[config.mk]
export PLATFORM = sky130hd
export DESIGN_NAME = read_addr_arbiter
export DESIGN_NICKNAME = d
export VERILOG_FILES = /design/src/rtl/read_addr_arbiter.sv
export SDC_FILE = /design/constraint.sdc
export NUM_CORES = 1
export LEC_CHECK = 0
export ABC_CLOCK_PERIOD_IN_PS = 2500
export CORE_MARGIN = 1
export CORE_UTILIZATION = 35
export DETAILED_ROUTE_END_ITERATION = 16
export PLACE_DENSITY = 0.8
export SYNTH_ARGS = -nofsm -noshare
export SYNTH_HDL_FRONTEND = slang
export SYNTH_SLANG_ARGS = --single-unit
export TNS_END_PERCENT = 20
[constraint.sdc]
create_clock -name ACLK -period 2.5 [get_ports ACLK]
set_input_delay 0.75 -clock ACLK [delete_from_list [all_inputs] [get_ports ACLK]]
set_output_delay 0.75 -clock ACLK [all_outputs]
set_load 0.01 [all_outputs]
[src/rtl/read_addr_arbiter.sv]
// read_addr_arbiter: round-robin arbiter for two AXI AR channels onto one shared
// read-address path. The grant is held from the AR handshake until the final R beat
// of the granted burst, and the owner flags steer R beats back to the right master.

`ifndef AXI_ID_BITS
`define AXI_ID_BITS 4
`endif
`ifndef AXI_IDS_BITS
`define AXI_IDS_BITS 8
`endif
`ifndef AXI_ADDR_BITS
`define AXI_ADDR_BITS 32
`endif
`ifndef AXI_LEN_BITS
`define AXI_LEN_BITS 4
`endif
`ifndef AXI_SIZE_BITS
`define AXI_SIZE_BITS 3
`endif

module read_addr_arbiter (
   input  logic                       ACLK,
   input  logic                       ARESET,
   // master 0
   input  logic [`AXI_ID_BITS-1:0]    ARID_M0,
   input  logic [`AXI_ADDR_BITS-1:0]  ARADDR_M0,
   input  logic [`AXI_LEN_BITS-1:0]   ARLEN_M0,
   input  logic [`AXI_SIZE_BITS-1:0]  ARSIZE_M0,
   input  logic [1:0]                 ARBURST_M0,
   input  logic                       ARVALID_M0,
   output logic                       ARREADY_M0,
   // master 1
   input  logic [`AXI_ID_BITS-1:0]    ARID_M1,
   input  logic [`AXI_ADDR_BITS-1:0]  ARADDR_M1,
   input  logic [`AXI_LEN_BITS-1:0]   ARLEN_M1,
   input  logic [`AXI_SIZE_BITS-1:0]  ARSIZE_M1,
   input  logic [1:0]                 ARBURST_M1,
   input  logic                       ARVALID_M1,
   output logic                       ARREADY_M1,
   // shared slave-side AR path
   output logic [`AXI_IDS_BITS-1:0]   ARID_ARB,
   output logic [`AXI_ADDR_BITS-1:0]  ARADDR_ARB,
   output logic [`AXI_LEN_BITS-1:0]   ARLEN_ARB,
   output logic [`AXI_SIZE_BITS-1:0]  ARSIZE_ARB,
   output logic [1:0]                 ARBURST_ARB,
   output logic                       ARVALID_ARB,
   input  logic                       ARREADY_ARB,
   // monitored shared R channel
   input  logic                       RVALID_ARB,
   input  logic                       RREADY_ARB,
   input  logic                       RLAST_ARB,
   // ownership and error status
   output logic                       M0_flag,
   output logic                       M1_flag,
   output logic                       RLAST_ERR
);

   localparam int unsigned IdPad = `AXI_IDS_BITS - `AXI_ID_BITS;
   localparam logic [`AXI_LEN_BITS-1:0] LenOne = `AXI_LEN_BITS'(1);

   typedef enum logic [2:0] {
      StIdle,
      StArM0,
      StArM1,
      StRM0,
      StRM1
   } state_e;

   state_e                      state_q;
   logic                        last_q;      // 1: master 1 was granted most recently
   logic [`AXI_IDS_BITS-1:0]    id_q;
   logic [`AXI_ADDR_BITS-1:0]   addr_q;
   logic [`AXI_LEN_BITS-1:0]    len_q;
   logic [`AXI_SIZE_BITS-1:0]   size_q;
   logic [1:0]                  burst_q;
   logic [`AXI_LEN_BITS-1:0]    beat_cnt_q;
   logic                        rlast_err_q;

   logic                        grant_m1;
   logic                        win_valid;
   logic [`AXI_IDS_BITS-1:0]    win_id;
   logic [`AXI_ADDR_BITS-1:0]   win_addr;
   logic [`AXI_LEN_BITS-1:0]    win_len;
   logic [`AXI_SIZE_BITS-1:0]   win_size;
   logic [1:0]                  win_burst;
   logic                        r_beat;
   logic                        cnt_at_len;

   // Round-robin winner; with both or neither requesting, the pointer favours the other master
   always_comb begin
      grant_m1 = ~last_q;
      if (ARVALID_M0 && ARVALID_M1) begin
         grant_m1 = ~last_q;
      end else if (ARVALID_M1) begin
         grant_m1 = 1'b1;
      end else if (ARVALID_M0) begin
         grant_m1 = 1'b0;
      end
   end

   // Winner's request fields; the ID is tagged into the owning master's nibble
   always_comb begin
      if (grant_m1) begin
         win_valid = ARVALID_M1;
         win_id    = {ARID_M1, {IdPad{1'b0}}};
         win_addr  = ARADDR_M1;
         win_len   = ARLEN_M1;
         win_size  = ARSIZE_M1;
         win_burst = ARBURST_M1;
      end else begin
         win_valid = ARVALID_M0;
         win_id    = {{IdPad{1'b0}}, ARID_M0};
         win_addr  = ARADDR_M0;
         win_len   = ARLEN_M0;
         win_size  = ARSIZE_M0;
         win_burst = ARBURST_M0;
      end
   end

   assign r_beat     = RVALID_ARB && RREADY_ARB;
   assign cnt_at_len = (beat_cnt_q == len_q);

   // Grant FSM, AR buffer, beat counter and sticky RLAST check
   always_ff @(posedge ACLK) begin
      if (ARESET) begin
         state_q     <= StIdle;
         last_q      <= 1'b1;
         id_q        <= '0;
         addr_q      <= '0;
         len_q       <= '0;
         size_q      <= '0;
         burst_q     <= '0;
         beat_cnt_q  <= '0;
         rlast_err_q <= 1'b0;
      end else begin
         unique case (state_q)
            StIdle: begin
               if (win_valid) begin
                  state_q    <= grant_m1 ? StArM1 : StArM0;
                  id_q       <= win_id;
                  addr_q     <= win_addr;
                  len_q      <= win_len;
                  size_q     <= win_size;
                  burst_q    <= win_burst;
                  beat_cnt_q <= '0;
               end
            end
            StArM0: begin
               if (ARREADY_ARB) begin
                  state_q <= StRM0;
               end
            end
            StArM1: begin
               if (ARREADY_ARB) begin
                  state_q <= StRM1;
               end
            end
            StRM0, StRM1: begin
               if (r_beat) begin
                  // counter saturates at the requested length
                  if (!cnt_at_len) begin
                     beat_cnt_q <= beat_cnt_q + LenOne;
                  end
                  // last indication must coincide exactly with the final counted beat
                  if (RLAST_ARB != cnt_at_len) begin
                     rlast_err_q <= 1'b1;
                  end
                  if (RLAST_ARB) begin
                     state_q <= StIdle;
                     last_q  <= (state_q == StRM1);
                  end
               end
            end
            default: begin
               state_q <= StIdle;
            end
         endcase
      end
   end

   assign ARREADY_M0  = (state_q == StIdle) && !grant_m1;
   assign ARREADY_M1  = (state_q == StIdle) && grant_m1;
   assign ARVALID_ARB = (state_q == StArM0) || (state_q == StArM1);
   assign M0_flag     = (state_q == StArM0) || (state_q == StRM0);
   assign M1_flag     = (state_q == StArM1) || (state_q == StRM1);
   assign RLAST_ERR   = rlast_err_q;

   assign ARID_ARB    = id_q;
   assign ARADDR_ARB  = addr_q;
   assign ARLEN_ARB   = len_q;
   assign ARSIZE_ARB  = size_q;
   assign ARBURST_ARB = burst_q;

endmodule
* Yosys cells after proc, flatten, opt, wreduce, memory -nomap -nowiden *
Index checks and enable logic that the tools add are counted.

operators by class
  reduce and logical (&&, ||, !) cells = 16
  bitwise gates (word level) = 1
  muxes and demuxes = 20
  equal/unequal tests = 12
  add/subtract/negate cells = 1

operators with widths
  operator             number
  $mux 32              1
  $mux 3               6
  $mux 4               4
  $ne 2x2->1 const B   6
  $pmux 3 s4           1
  $mux 8               1
  $pmux 4 s2           1
  $eq 3x2->1 const B   2
  $reduce_and 3->1     2
  $reduce_and 5->1     1
  $add 4x1->4 const B  1
  $eq 4x4->1           1
  $logic_and 1x1->1    4
  $mux 1               4
  $mux 2               2
  $reduce_and 4->1     1
  $eq 3x1->1 const B   1
  $eq 3x3->1 const B   1
  $logic_not 3->1      1
  $logic_or 1x1->1     3
  $reduce_and 2->1     1
  $reduce_bool 2->1    1
  $reduce_or 2->1      1
  $logic_not 1->1      1
  other kinds (2)      2

storage, ports and cells
  bits of input ports = 98
  flip-flop bits (word level) = 58
  output and inout port bits = 55
  word-level logic and storage cells = 59

* Longest topological paths before layout *
  depth in word-level cells = 7
  gate-level depth with buffers = 6
  gate-level depth less buffers = 5

* Worst setup path after synthesis *
Ideal clock, no wire load.

  path type = input to output
  from = input ARVALID_M1
  to = output ARREADY_M1
  buffers on the path = 0
  arrival = 1.375 ns
  path slack = 0.375 ns
  stages on the path = 3
  cell sequence = inv_1 maj3_1 nor2_1

between the ends
  word-level cells in the longest chain between the ends = 3
  elaborated cells between the ends (all ways) = 4
  classes of those cells = mux (2); reduce/logical (2)

RTL lines
  element                                             RTL line  RTL
  start, declared                                     38        input logic ARVALID_M1,
  $mux 1 / $logic_and 1x1->1 (equally long branches)  94, 92
  $mux 1 (*)                                          92        if (ARVALID_M0 && ARVALID_M1) begin
  $logic_and 1x1->1 (*)                               182       assign ARREADY_M1 = (state_q == StIdle) && grant_m1;
  end, declared                                       39        output logic ARREADY_M1,

Mark *: on every way between the ends. The rest lies on a longest branch, timed or not.

* Final worst setup path *
  from = register state_q[1]
  to = output M1_flag

between the ends
  word-level cells in the longest chain between the ends = 2
  elaborated cells between the ends (all ways) = 3
  classes of those cells = eq/ne (2); reduce/logical (1)

RTL lines
  element                                          RTL line  RTL
  start, declared                                  69        state_e state_q;
  start signal, assigned                           126       state_q <= StIdle;
  start signal, assigned                           139       state_q <= grant_m1 ? StArM1 : StArM0;
  start signal, assigned                           150       state_q <= StRM0;
  $eq 3x2->1 / $eq 3x3->1 (equally long branches)  185       assign M1_flag = (state_q == StArM1) || (state_q == StRM1);
  $logic_or 1x1->1 (*)                             185
  end, declared                                    54        output logic M1_flag,

Marks and branches as above.

==> flow_summary_export.csv <==
group,metric,value,unit
status,run_status,"completed",
logic_synthesis,yosysMostFrequentCell,"dfxtp_1",
worst_setup_path,cp_max_fo,10,
placement,gp_congestion,0.819,
worst_setup_path,worst-setup-path-type,"reg2out",
placement,port_buffers,152,
sta,finalCritPeriodShare,0.952,
worst_setup_path,startpoint_type,"register",
routing,via_per_inst,5.39,
clocking,htree_levels,3,
sta,finClkSkew,0.0106,ns
worst_setup_path,cp.arrival,1.63,ns
clocking,numCtsBuffers,9,
grt,grt_usage,0.217,
logic_synthesis,syn_inst,253,
pwr,finalPower,0.00425,W
logic_synthesis,ys.flop_type,"dfxtp_1",
routing,routed_wirelength,8080,um
routing,drtIter0Drc,272,
grt,antenna_found_initial,0,
worst_setup_path,path_cells,"buf_4, xnor2_1, nor2_1, clkdlybuf4s50_1",
sta,fin_crit,2.38,ns
die,floorplan.die_area,7540,um^2
routing,wl_per_cell,15.7,um
logic_synthesis,synth_warnings,0,
clocking,root_buffer,"clkbuf_8",
routing,vias,2779,
logic_synthesis,avgSynthCellArea,9.96,um^2
logic_synthesis,synthesis.area,2520,um^2
run,drv_cap,0,
sta,relSlewSlack,0.670,
finish,synthToLayoutAreaGrowth,75.0,%
grt,grt_overflow,0,
grt,grt_pass1_vias,2633,
finish,layout.nets,514,
logic_synthesis,syn_nets,352,
die,num_rows,30,
finish,drive_gt1_frac,0.131,
min_path,hold_path_class,"reg2reg",
sta,slew_violations,0,
worst_setup_path,crit_path_end_kind,"output port",
pwr,power.density,964,nW/um^2
placement,hpwl,5710,um
logic_synthesis,synth_edf_count,0,
clocking,clk_pin_slew,0.07,ns
finish,diodes,0,
clocking,ctsLongestPathBuffers,2,
die,die_width,86.8,um
grt,grt_max_degree,46,
logic_synthesis,ys_seq_elements,58,
sta,hold_violations,0,
sta,max_clock_freq,420,MHz
routing,drcViolationCount,0,
sta,tightestPinTransition,0.490,ns
sta,setup_viol,0,
logic_synthesis,synth_common_cells,"dfxtp_1, nor2_1, a222oi_1",
clocking,insertion_delay,0.34,ns
worst_setup_path,cp.required,1.75,ns
sta,rsz0062_at_grt,"false",
die,start_util,0.367,
logic_synthesis,yosysTopAreaCell,"dfxtp_1",
pwr,vdd_drop_max,0.470,mV
pwr,leakage,1.69,nW
grt,grt_pass1_wl,12400,um
sta,setup_tns,0,ns
logic_synthesis,synth.distinct_cells,48,
die,ios,153,
die,die_height,86.8,um
logic_synthesis,yosysTopAreaCellShare,0.461,
logic_synthesis,ys_seq_area_frac,0.461,
clocking,cts.sinks,58,
worst_setup_path,cp_slowest_cell,"clkdlybuf4s50_1",
logic_synthesis,async_reset_ff_frac,0,
worst_setup_path,slowest_delay,0.55,ns
routing,final_antenna_net_count,0,
clocking,cts_tree,"done",
die,core_area,6870,um^2
logic_synthesis,synth.area.top_cells,"dfxtp_1, a222oi_1, nor2_1",
routing,first_pass_iters,6,
-- kinds of logic (layout without fill, tap and decap cells) --
group	after synthesis	in the layout	synth area share
AND/OR/NAND/NOR	81	81	0.149
AO/OA/AOI/OAI	76	76	0.289
flip-flops	58	58	0.461
buffers and inverters	28	195	0.0646
XOR/XNOR	7	7	0.0243
adder cells (fa/ha/maj)	2	2	0.00894
multiplexers	1	1	0.00397
-- routing by layer --
metal,GRT usage,wire length [um]
met5,0,0
met4,0.102,162
met3,0.0610,702
met2,0.366,4000
met1,0.254,3220
-- sequential cells by signal, indices dropped and copies added, names as in the netlist --
name         count
ARLEN_ARB        4
ARSIZE_ARB       3
last_q           1
ARADDR_ARB      32
RLAST_ERR        1
beat_cnt_q       4
state_q          3
ARBURST_ARB      2
ARID_ARB         8
-- worst paths after layout --
check,endpoint,slack [ns],cells after the start,startpoint
worst max register to register,state_q[0]$_SDFFE_PP0P_,0.75,5,state_q[2]$_SDFFE_PP0P_
worst max-delay path,M1_flag,0.12,4,state_q[1]$_SDFFE_PP0P_
worst min register to register,RLAST_ERR$_SDFFE_PP0P_,0.48,2,RLAST_ERR$_SDFFE_PP0P_
worst min-delay path,RLAST_ERR$_SDFFE_PP0P_,0.48,2,RLAST_ERR$_SDFFE_PP0P_
-- area by class of cell --
| class | instances | area [um^2] |
|---|---|---|
| clock buffer | 12 | 155 |
| clock inverter | 4 | 50.0 |
| fill | 581 | 2460 |
| inverter | 5 | 18.8 |
| multi-input combinational | 167 | 1210 |
| sequential | 58 | 1160 |
| tap | 96 | 120 |
| timing repair buffer | 174 | 1690 |
-- power by group --
part / switching, W / internal [W]
sequential: 0.000145 / 0.00114
clock: 0.000375 / 0.000513
combinational: 0.000992 / 0.00108
-- worst max-delay path: cells and delay by family (launching register included) --
kind | cells | cell delay [ns]
XOR/XNOR | 1 | 0.08
buffers and inverters | 2 | 0.75
AND/OR/NAND/NOR | 1 | 0.10
flip-flops | 1 | 0.37
-- placed cells by master (no fill, tap or decap), types with 2 or more instances in the layout --
cell type,n
clkbuf_8,11
inv_2,2
o21ai_1,2
a22oi_2,4
nand2b_1,2
a21o_1,2
clkdlybuf4s50_1,147
dfxtp_1,58
or3_1,2
a22oi_1,4
nor4_1,2
clkinvlp_4,2
xor2_1,4
a32oi_1,3
buf_12,2
dlygate4sd2_1,2
xnor2_1,3
nor2_1,57
inv_1,3
a21oi_1,2
a222oi_1,41
buf_4,20
a211oi_1,3
nand4_1,3
nand2_1,5
and2_1,2
o211ai_1,2
buf_2,3
-- timing repair --
item / 4_1_cts / 5_1_grt
hold buffers: 0 / 0
setup endpoints to repair: 2 / 0
gates resized for setup: 11 / 0
buffers inserted: 5 / 0
hold endpoints to repair: 0 / 0
-- through the flow --
step / cell area, um^2 / setup WS [ns] / hold WS (ns) / utilization / std cells
2_1_floorplan: 2520 / 0.375 / 0.488 / - / 253
3_3_place_gp: 4180 / -0.529 / 0.456 / 0.608 / 495
3_5_place_dp: 4180 / -0.547 / 0.468 / 0.608 / 495
4_1_cts: 4410 / 0.107 / 0.481 / 0.642 / 516
5_1_grt: 4410 / 0.0262 / 0.519 / 0.642 / 516
6_report: 4410 / 0.121 / 0.483 / 0.642 / 516
(Power assumes the default switching activity.)
